`src/rtl/dla_debug_network_pkg.sv`:
```
// Shared types and helpers for the debug-network head, nodes and ring top.
package dla_debug_network_pkg;

  typedef enum logic [2:0] {
    ST_IDLE,
    ST_LAUNCH,
    ST_WAIT,
    ST_DONE,
    ST_TIMEOUT
  } dbg_state_e;

  localparam int SPUR_CNT_W = 8;

  function automatic int max_w(input int a, input int b);
    return (a > b) ? a : b;
  endfunction

endpackage

```
`src/rtl/dla_debug_network_timeout_counter.sv`:
```
// WAIT-phase cycle counter: clears on load, counts on enable, flags the last allowed cycle.
module dla_debug_network_timeout_counter #(
  parameter int TIMEOUT_CYCLES = 1024
) (
  input  logic clk,
  input  logic rst_i,
  input  logic load_i,
  input  logic en_i,
  output logic tc_o
);

  localparam int CW = (TIMEOUT_CYCLES > 1) ? $clog2(TIMEOUT_CYCLES) : 1;

  logic [CW-1:0] cnt_q, cnt_d;

  always_comb begin
    cnt_d = cnt_q;
    if (load_i)    cnt_d = '0;
    else if (en_i) cnt_d = cnt_q + CW'(1);
  end

  always_ff @(posedge clk or posedge rst_i) begin
    if (rst_i) cnt_q <= '0;
    else       cnt_q <= cnt_d;
  end

  assign tc_o = (cnt_q == CW'(TIMEOUT_CYCLES - 1));

endmodule

```
`src/rtl/dla_debug_network_head.sv`:
```
// Debug ring initiator: launches one read address into the ring and caches the
// response that comes back, with timeout and spurious-response accounting.
module dla_debug_network_head
  import dla_debug_network_pkg::*;
#(
  parameter  int DATA_WIDTH     = 32,
  parameter  int ADDR_WIDTH     = 32,
  parameter  int TIMEOUT_CYCLES = 1024,
  localparam int BUS_WIDTH      = max_w(ADDR_WIDTH, DATA_WIDTH)
) (
  input  logic                  clk,
  input  logic                  i_aclr,
  input  logic                  i_req_valid,
  input  logic [ADDR_WIDTH-1:0] i_req_addr,
  input  logic                  i_resp_ack,
  output logic                  o_busy,
  output logic                  o_resp_valid,
  output logic [DATA_WIDTH-1:0] o_resp_data,
  output logic                  o_timeout,
  output logic [SPUR_CNT_W-1:0] o_spurious_count,
  output logic                  o_down_forced_valid,
  output logic [BUS_WIDTH-1:0]  o_down_shared_bus,
  output logic                  o_down_is_addr,
  input  logic                  i_up_forced_valid,
  input  logic [BUS_WIDTH-1:0]  i_up_shared_bus,
  input  logic                  i_up_is_addr
);

  // Reset asserts asynchronously but releases on a clock edge.
  logic [1:0] rst_sync_q;
  logic       rst;

  always_ff @(posedge clk or posedge i_aclr) begin
    if (i_aclr) rst_sync_q <= 2'b11;
    else        rst_sync_q <= {rst_sync_q[0], 1'b0};
  end

  assign rst = rst_sync_q[1];

  dbg_state_e state_q, state_d;

  logic                  resp_valid_q, resp_valid_d;
  logic                  timeout_q, timeout_d;
  logic [DATA_WIDTH-1:0] resp_data_q, resp_data_d;
  logic [BUS_WIDTH-1:0]  down_bus_q, down_bus_d;
  logic [SPUR_CNT_W-1:0] spur_q, spur_d;

  logic in_wait, resp_hit, capture, expire, ack_ok, tc;

  assign in_wait  = (state_q == ST_WAIT);
  // Returning addresses never count as responses.
  assign resp_hit = i_up_forced_valid & ~i_up_is_addr;
  assign capture  = resp_hit & in_wait & ~i_req_valid;
  assign expire   = in_wait & tc & ~resp_hit & ~i_req_valid;
  assign ack_ok   = i_resp_ack & ((state_q == ST_DONE) | (state_q == ST_TIMEOUT));

  dla_debug_network_timeout_counter #(
    .TIMEOUT_CYCLES(TIMEOUT_CYCLES)
  ) u_tmo (
    .clk   (clk),
    .rst_i (rst),
    .load_i(~in_wait),
    .en_i  (in_wait),
    .tc_o  (tc)
  );

  always_ff @(posedge clk or posedge rst) begin
    if (rst) state_q <= ST_IDLE;
    else     state_q <= state_d;
  end

  always_comb begin
    state_d = state_q;
    if (i_req_valid) begin
      state_d = ST_LAUNCH;
    end else begin
      unique case (state_q)
        ST_LAUNCH: state_d = ST_WAIT;
        ST_WAIT: begin
          if (capture)     state_d = ST_DONE;
          else if (expire) state_d = ST_TIMEOUT;
        end
        ST_DONE, ST_TIMEOUT: if (ack_ok) state_d = ST_IDLE;
        default: state_d = ST_IDLE;
      endcase
    end
  end

  always_comb begin
    o_busy              = 1'b0;
    o_down_forced_valid = 1'b0;
    o_down_is_addr      = 1'b0;
    unique case (state_q)
      ST_LAUNCH: begin
        o_busy              = 1'b1;
        o_down_forced_valid = 1'b1;
        o_down_is_addr      = 1'b1;
      end
      ST_WAIT: o_busy = 1'b1;
      default: ;
    endcase
  end

  always_comb begin
    resp_valid_d = resp_valid_q;
    timeout_d    = timeout_q;
    resp_data_d  = resp_data_q;
    down_bus_d   = down_bus_q;
    spur_d       = spur_q;
    if (i_req_valid) begin
      resp_valid_d = 1'b0;
      timeout_d    = 1'b0;
      down_bus_d   = BUS_WIDTH'(i_req_addr);
    end else if (capture) begin
      resp_valid_d = 1'b1;
      resp_data_d  = i_up_shared_bus[DATA_WIDTH-1:0];
    end else if (expire) begin
      timeout_d = 1'b1;
    end else if (ack_ok) begin
      resp_valid_d = 1'b0;
      timeout_d    = 1'b0;
    end
    if (resp_hit && !capture && (spur_q != '1))
      spur_d = spur_q + SPUR_CNT_W'(1);
  end

  always_ff @(posedge clk or posedge rst) begin
    if (rst) begin
      resp_valid_q <= 1'b0;
      timeout_q    <= 1'b0;
      resp_data_q  <= '0;
      down_bus_q   <= '0;
      spur_q       <= '0;
    end else begin
      resp_valid_q <= resp_valid_d;
      timeout_q    <= timeout_d;
      resp_data_q  <= resp_data_d;
      down_bus_q   <= down_bus_d;
      spur_q       <= spur_d;
    end
  end

  assign o_resp_valid      = resp_valid_q;
  assign o_timeout         = timeout_q;
  assign o_resp_data       = resp_data_q;
  assign o_down_shared_bus = down_bus_q;
  assign o_spurious_count  = spur_q;

endmodule

```
`config.mk`:
```
export PLATFORM = sky130hd
export DESIGN_NAME = dla_debug_network_head
export DESIGN_NICKNAME = d
export VERILOG_FILES = /design/src/rtl/dla_debug_network_pkg.sv /design/src/rtl/dla_debug_network_timeout_counter.sv /design/src/rtl/dla_debug_network_head.sv
export SDC_FILE = /design/constraint.sdc
export NUM_CORES = 1
export LEC_CHECK = 0
export BUFFER_PORTS_ARGS = -buffer_cell sky130_fd_sc_hd__buf_2
export CAP_MARGIN = 30
export CORE_MARGIN = 3
export CORE_UTILIZATION = 30
export DETAILED_ROUTE_END_ITERATION = 10
export HOLD_SLACK_MARGIN = 0.08
export MAX_ROUTING_LAYER = met4
export PLACE_DENSITY = 0.56
export SLEW_MARGIN = 20
export SYNTH_ARGS = -nofsm -noshare
export SYNTH_HDL_FRONTEND = slang
export SYNTH_SLANG_ARGS = --single-unit
```
`constraint.sdc`:
```
create_clock -name clk -period 2.5 [get_ports clk]
set_input_delay 0.375 -clock clk [delete_from_list [all_inputs] [get_ports clk]]
set_output_delay 0.375 -clock clk [all_outputs]
set_load 0.01 [all_outputs]
```
After elaboration in Yosys (flattened, before gate mapping)
Cells that the tools add are included.
Storage, ports and cells
  register bits: 89
  latch bits: 0
  RAM bits: 0
  bits in read-only memories: 0
  input port bits: 70
  output and inout port bits: 77
  logic and storage cells: 57
  memories: 0
Cells by class
  add/sub/neg operators: 2
  multiply operators: 0
  divide/modulo/power cells: 0
  magnitude comparators: 0
  eq/ne operators: 10
  shift operators: 0
  muxes and demuxes: 15
  bitwise logic cells: 11
  reductions and logical operators: 11
Operators by type and width (number)
  $mux 3: 4
  $add 10x1->10 const B: 1
  $eq 10x10->1 const B: 1
  $mux 10: 1
  $mux 1: 9
  $pmux 3 s3: 1
  $add 8x1->8 const B: 1
  $ne 8x8->1 const B: 1
  $reduce_and 2->1: 4
  $and 1x1->1: 7
  $eq 3x2->1 const B: 2
  $ne 3x3->1 const B: 2
  $reduce_bool 3->1: 2
  $ne 4x2->1 const B: 1
  $reduce_or 2->1: 2
  $eq 3x1->1 const B: 1
  $eq 3x3->1 const B: 1
  $not 1->1: 3
  $logic_and 1x1->1: 2
  $ne 2x2->1 const B: 1
  $logic_not 1->1: 1
  $or 1x1->1: 1

Longest topological paths before layout
  depth in word-level cells: 9
  gate-level depth with buffers: 6
  depth with buffers taken out: 5

By module
From an unflattened synthesis, not the netlist that was laid out.
Unflattened totals
  cell total of the unflattened synthesis: 264
  area, all modules: 3837.4 um2
Modules (own cells, without submodules)
  dla_debug_network_head: times used 1, cells each 212, area an instance 3318.2 um2, sequential area each 1979.4 um2
  dla_debug_network_timeout_counter: times used 1, cells each 52, area an instance 519.2 um2, sequential area each 250.2 um2

Worst setup path after synthesis
No wires, ideal clock.
  path type: register to register
  start: register state_q[1]
  end: register resp_data_q[0] (netlist: o_resp_data[0])
  setup time: 125 ps
  arrival time: 1526 ps
  required time: 2375 ps
  slack: 849 ps
  stages on the path, launching flop included: 7
  buffers on the path: 2
  clock period less this slack: 1651 ps
  cell sequence: dfrtp_1 > or3b_1 > buf_6 > nor2_8 > nand2_4 > buf_6 > mux2_4
Between the ends
  word-level cells in the longest chain between the ends: 4
Ends and longest elaborated chain
  start, declared: RTL line dla_debug_network_head.sv:40  | dbg_state_e state_q, state_d;
  start signal, assigned: RTL line dla_debug_network_head.sv:69  | else state_q <= state_d;
  $eq 3x2->1: RTL line dla_debug_network_head.sv:50  | assign in_wait = (state_q == ST_WAIT);
  $and 1x1->1 (2 in a row): RTL line dla_debug_network_head.sv:53  | assign capture = resp_hit & in_wait & ~i_req_valid;
  $reduce_and 2->1 (no line)
  end signal, assigned: RTL line dla_debug_network_head.sv:137  | resp_data_q <= resp_data_d;
  end, declared: RTL line dla_debug_network_head.sv:44  | logic [DATA_WIDTH-1:0] resp_data_q, resp_data_d;
No other way between the ends.
A chain may end at the register's enable or synchronous reset.

Final worst setup path
  start: register state_q[0]
  end: register resp_data_q[28] (netlist: o_resp_data[28])
The elaborated chain is that of the path after synthesis.

==> impl_metrics.ini <==
[sta]
tns_ns = 0
clock_skew_ns = 0.00498
setup_viol = 0
max_freq_mhz = 496
rsz0062_at_grt = false
finalHoldViolCount = 0
period_minus_slack_ns = 2.02
tightest_slew_ns = 0.621
min_period_over_period_pct = 80.7
finalMaxSlewViolations = 0
max-slew-margin-rel_pct = 58.6

[logic_synthesis]
synth.avg_cell_area_um2 = 14.7
synth_seq_area_share_pct = 59.6
synth.largest_area_cell = dfrtp_1
syn-cell-area_um2 = 3740
yosysTopAreaCellShare_pct = 58.2
yosys_warnings = 0
async_flop_share_pct = 100
ys_seq_elements = 89
ys_types = 41
ys_top_cells_by_count = 87 x dfrtp_1, 35 x mux2_2, 30 x mux2_4
synth_flop_cell = dfrtp_1
syn_inst = 255
synth_edf_count = 0
yosysMostFrequentCell = dfrtp_1
synthesis.nets = 327
ys_top_cells_by_area = dfrtp_1 58%, mux2_4 12%, mux2_2 11%

[global_route]
grt_start_max_net_pins = 60
track_usage_pct = 12.7
grt_overflow = 0
grt_pass1_vias = 2806
antenna_found_initial = 0
grt_pass1_wl_um = 13700

[placement]
dp_hpwl_um = 5780
numPortBuffers = 146
place.gp.congestion = 0.682
place_inst = 562

[final_layout]
area_delta_synth_final_pct = 31.9
layout.nets = 478
nFillCells = 1178
antenna_cells = 0
drive_gt1_share_pct = 57.9
stdcell_count = 579

[clock_network]
clk_latency_ns = 0.34
cts-buffers-inserted = 9
cts_tree = yes
postCtsResizedCells = 0
clockBufferDepth = 2
htree_num_levels = 3
clock-sinks = 89
path_clk_slew_ns = 0.06
root_buffer = clkbuf_16

[floorplan]
die_width_um = 118
fp.dieArea_um2 = 13900
die_h_um = 118
rows = 40
boundaryPins = 147
core_area_um2 = 12100
start_util_pct = 30.9

[drt]
drt-pass1-iter-count = 4
wl_um = 8210
drt-initial-drc-count = 67
via_count = 2530
antenna_left = 0
wl_per_cell_um = 14.2
via_per_inst = 4.37
route.detailed.drc = 0

[worst_setup_path]
crit_family = simple AND/OR/NAND/NOR gates
slowest_delay_ns = 0.51
crit_arrival_ns = 2.24
endpoint_kind = flip-flop
crit_buf_inv = 0
path_class = flip-flop to flip-flop
slowest_stage = or3b_1
path_max_fanout = 32
required_ns = 2.72
start_kind = flip-flop
reg2reg_slack_ns = 0.48
path_cells = or3b_1, nor2_8, nand2_4, mux2_4

[power]
power_density_nw_per_um2 = 832
ir_drop_mv = 0.318
p_leak_nw = 2.55

[run]
cap_violations = 0

[worst_hold_path]
hold_path.class = input pin to flip-flop

[outcome]
status = completed
-- through the flow --
step | hold slack, ns | power (W) | utilization, % | area, um^2 | setup slack [ns]
finish | 0.259 | 0.00411 | 40.8 | 4940 | 0.482
global route | 0.245 | 0.00435 | 40.8 | 4940 | 0.365
detailed placement | 0.351 | 0.00291 | 38.4 | 4650 | 0.478
floorplan | 0.287 | 0.00247 | - | 3750 | 0.849
CTS | 0.242 | 0.00419 | 40.8 | 4940 | 0.461
global placement | 0.348 | 0.00288 | 38.4 | 4650 | 0.504
-- cell type report --
type | instances | area [um^2] | area share [%]
clock buffers | 10 | 239 | 4.84
flip-flops and latches | 89 | 2230 | 45.2
inverters | 4 | 18.8 | 0.380
well taps | 168 | 210 | 4.26
multi-input cells | 151 | 1420 | 28.8
repair buffers | 151 | 783 | 15.9
clock inverters | 6 | 33.8 | 0.684
-- timing repair --
| action | 4_1_cts | 5_1_grt |
|---|---|---|
| endpoints found under the hold margin | 2 | 0 |
| buffers inserted | 0 | 0 |
| hold buffers | 1 | 0 |
-- where the power goes --
part           internal [W]  switching, W
Combinational      0.000535      0.000431
Clock              0.000693      0.000549
Sequential          0.00171      0.000189
Total               0.00294       0.00117
-- cells by family (layout without fill, tap and decap cells) --
group / count (synthesis) / after routing / synth area share, %
xor+xnor: 13 / 13 / 3.04
mux: 66 / 66 / 22.8
simple gates: 52 / 52 / 8.36
fa+ha+maj: 2 / 2 / 0.668
buf+inv: 15 / 171 / 2.44
compound gates: 17 / 17 / 3.01
flops: 89 / 89 / 59.6
other cells: 1 / 1 / 0.100
-- registers in the layout (all words and copies together), names as in the netlist --
register,count
o_down_shared_bus,32
o_resp_data,32
o_resp_valid,1
o_spurious_count,8
o_timeout,1
rst_sync_q,2
state_q,3
u_tmo.cnt_q,10
-- final timing paths --
| check | start | cells past startpoint | end |
|---|---|---|---|
| min | i_up_shared_bus[2] | 2 | o_resp_data[2]$_DFFE_PP0P_ |
| max | state_q[0]$_DFFE_PP0P_ | 4 | o_resp_data[28]$_DFFE_PP0P_ |
| min in group asynchronous | rst_sync_q[1]$_DFF_PP1_ | 2 | o_spurious_count[3]$_DFFE_PP0P_ |
| min reg2reg | rst_sync_q[1]$_DFF_PP1_ | 2 | o_spurious_count[3]$_DFFE_PP0P_ |
| max reg2reg | state_q[0]$_DFFE_PP0P_ | 4 | o_resp_data[28]$_DFFE_PP0P_ |
| max in group asynchronous | rst_sync_q[1]$_DFF_PP1_ | 2 | o_resp_data[30]$_DFFE_PP0P_ |
-- cells in the final DEF (no fill, tap or decap), types with 4 or more instances in the layout --
master and count:
dfrtp_1 87, a21oi_1 4, xor2_1 11, nor3_1 4, mux2_2 35, nand3_1 5, mux2_4 30, clkbuf_16 9
o21ai_0 4, clkinv_2 5, nand2_1 7, nor2_1 16, buf_2 146
-- metal layers --
layer | track usage, % | part of all wire [%]
met1 | 14.6 | 43
met2 | 20.3 | 49
met3 | 3.46 | 5.8
met4 | 6.89 | 2.4
met5 | - | 0
-- worst reg2reg max path, cell delays in order, from the launching register on --
cell and delay (ns):
dfrtp_1 0.48, or3b_1 0.51, nor2_8 0.13, nand2_4 0.33
mux2_4 0.45
Note: power is estimated with default switching activity, not from simulation.
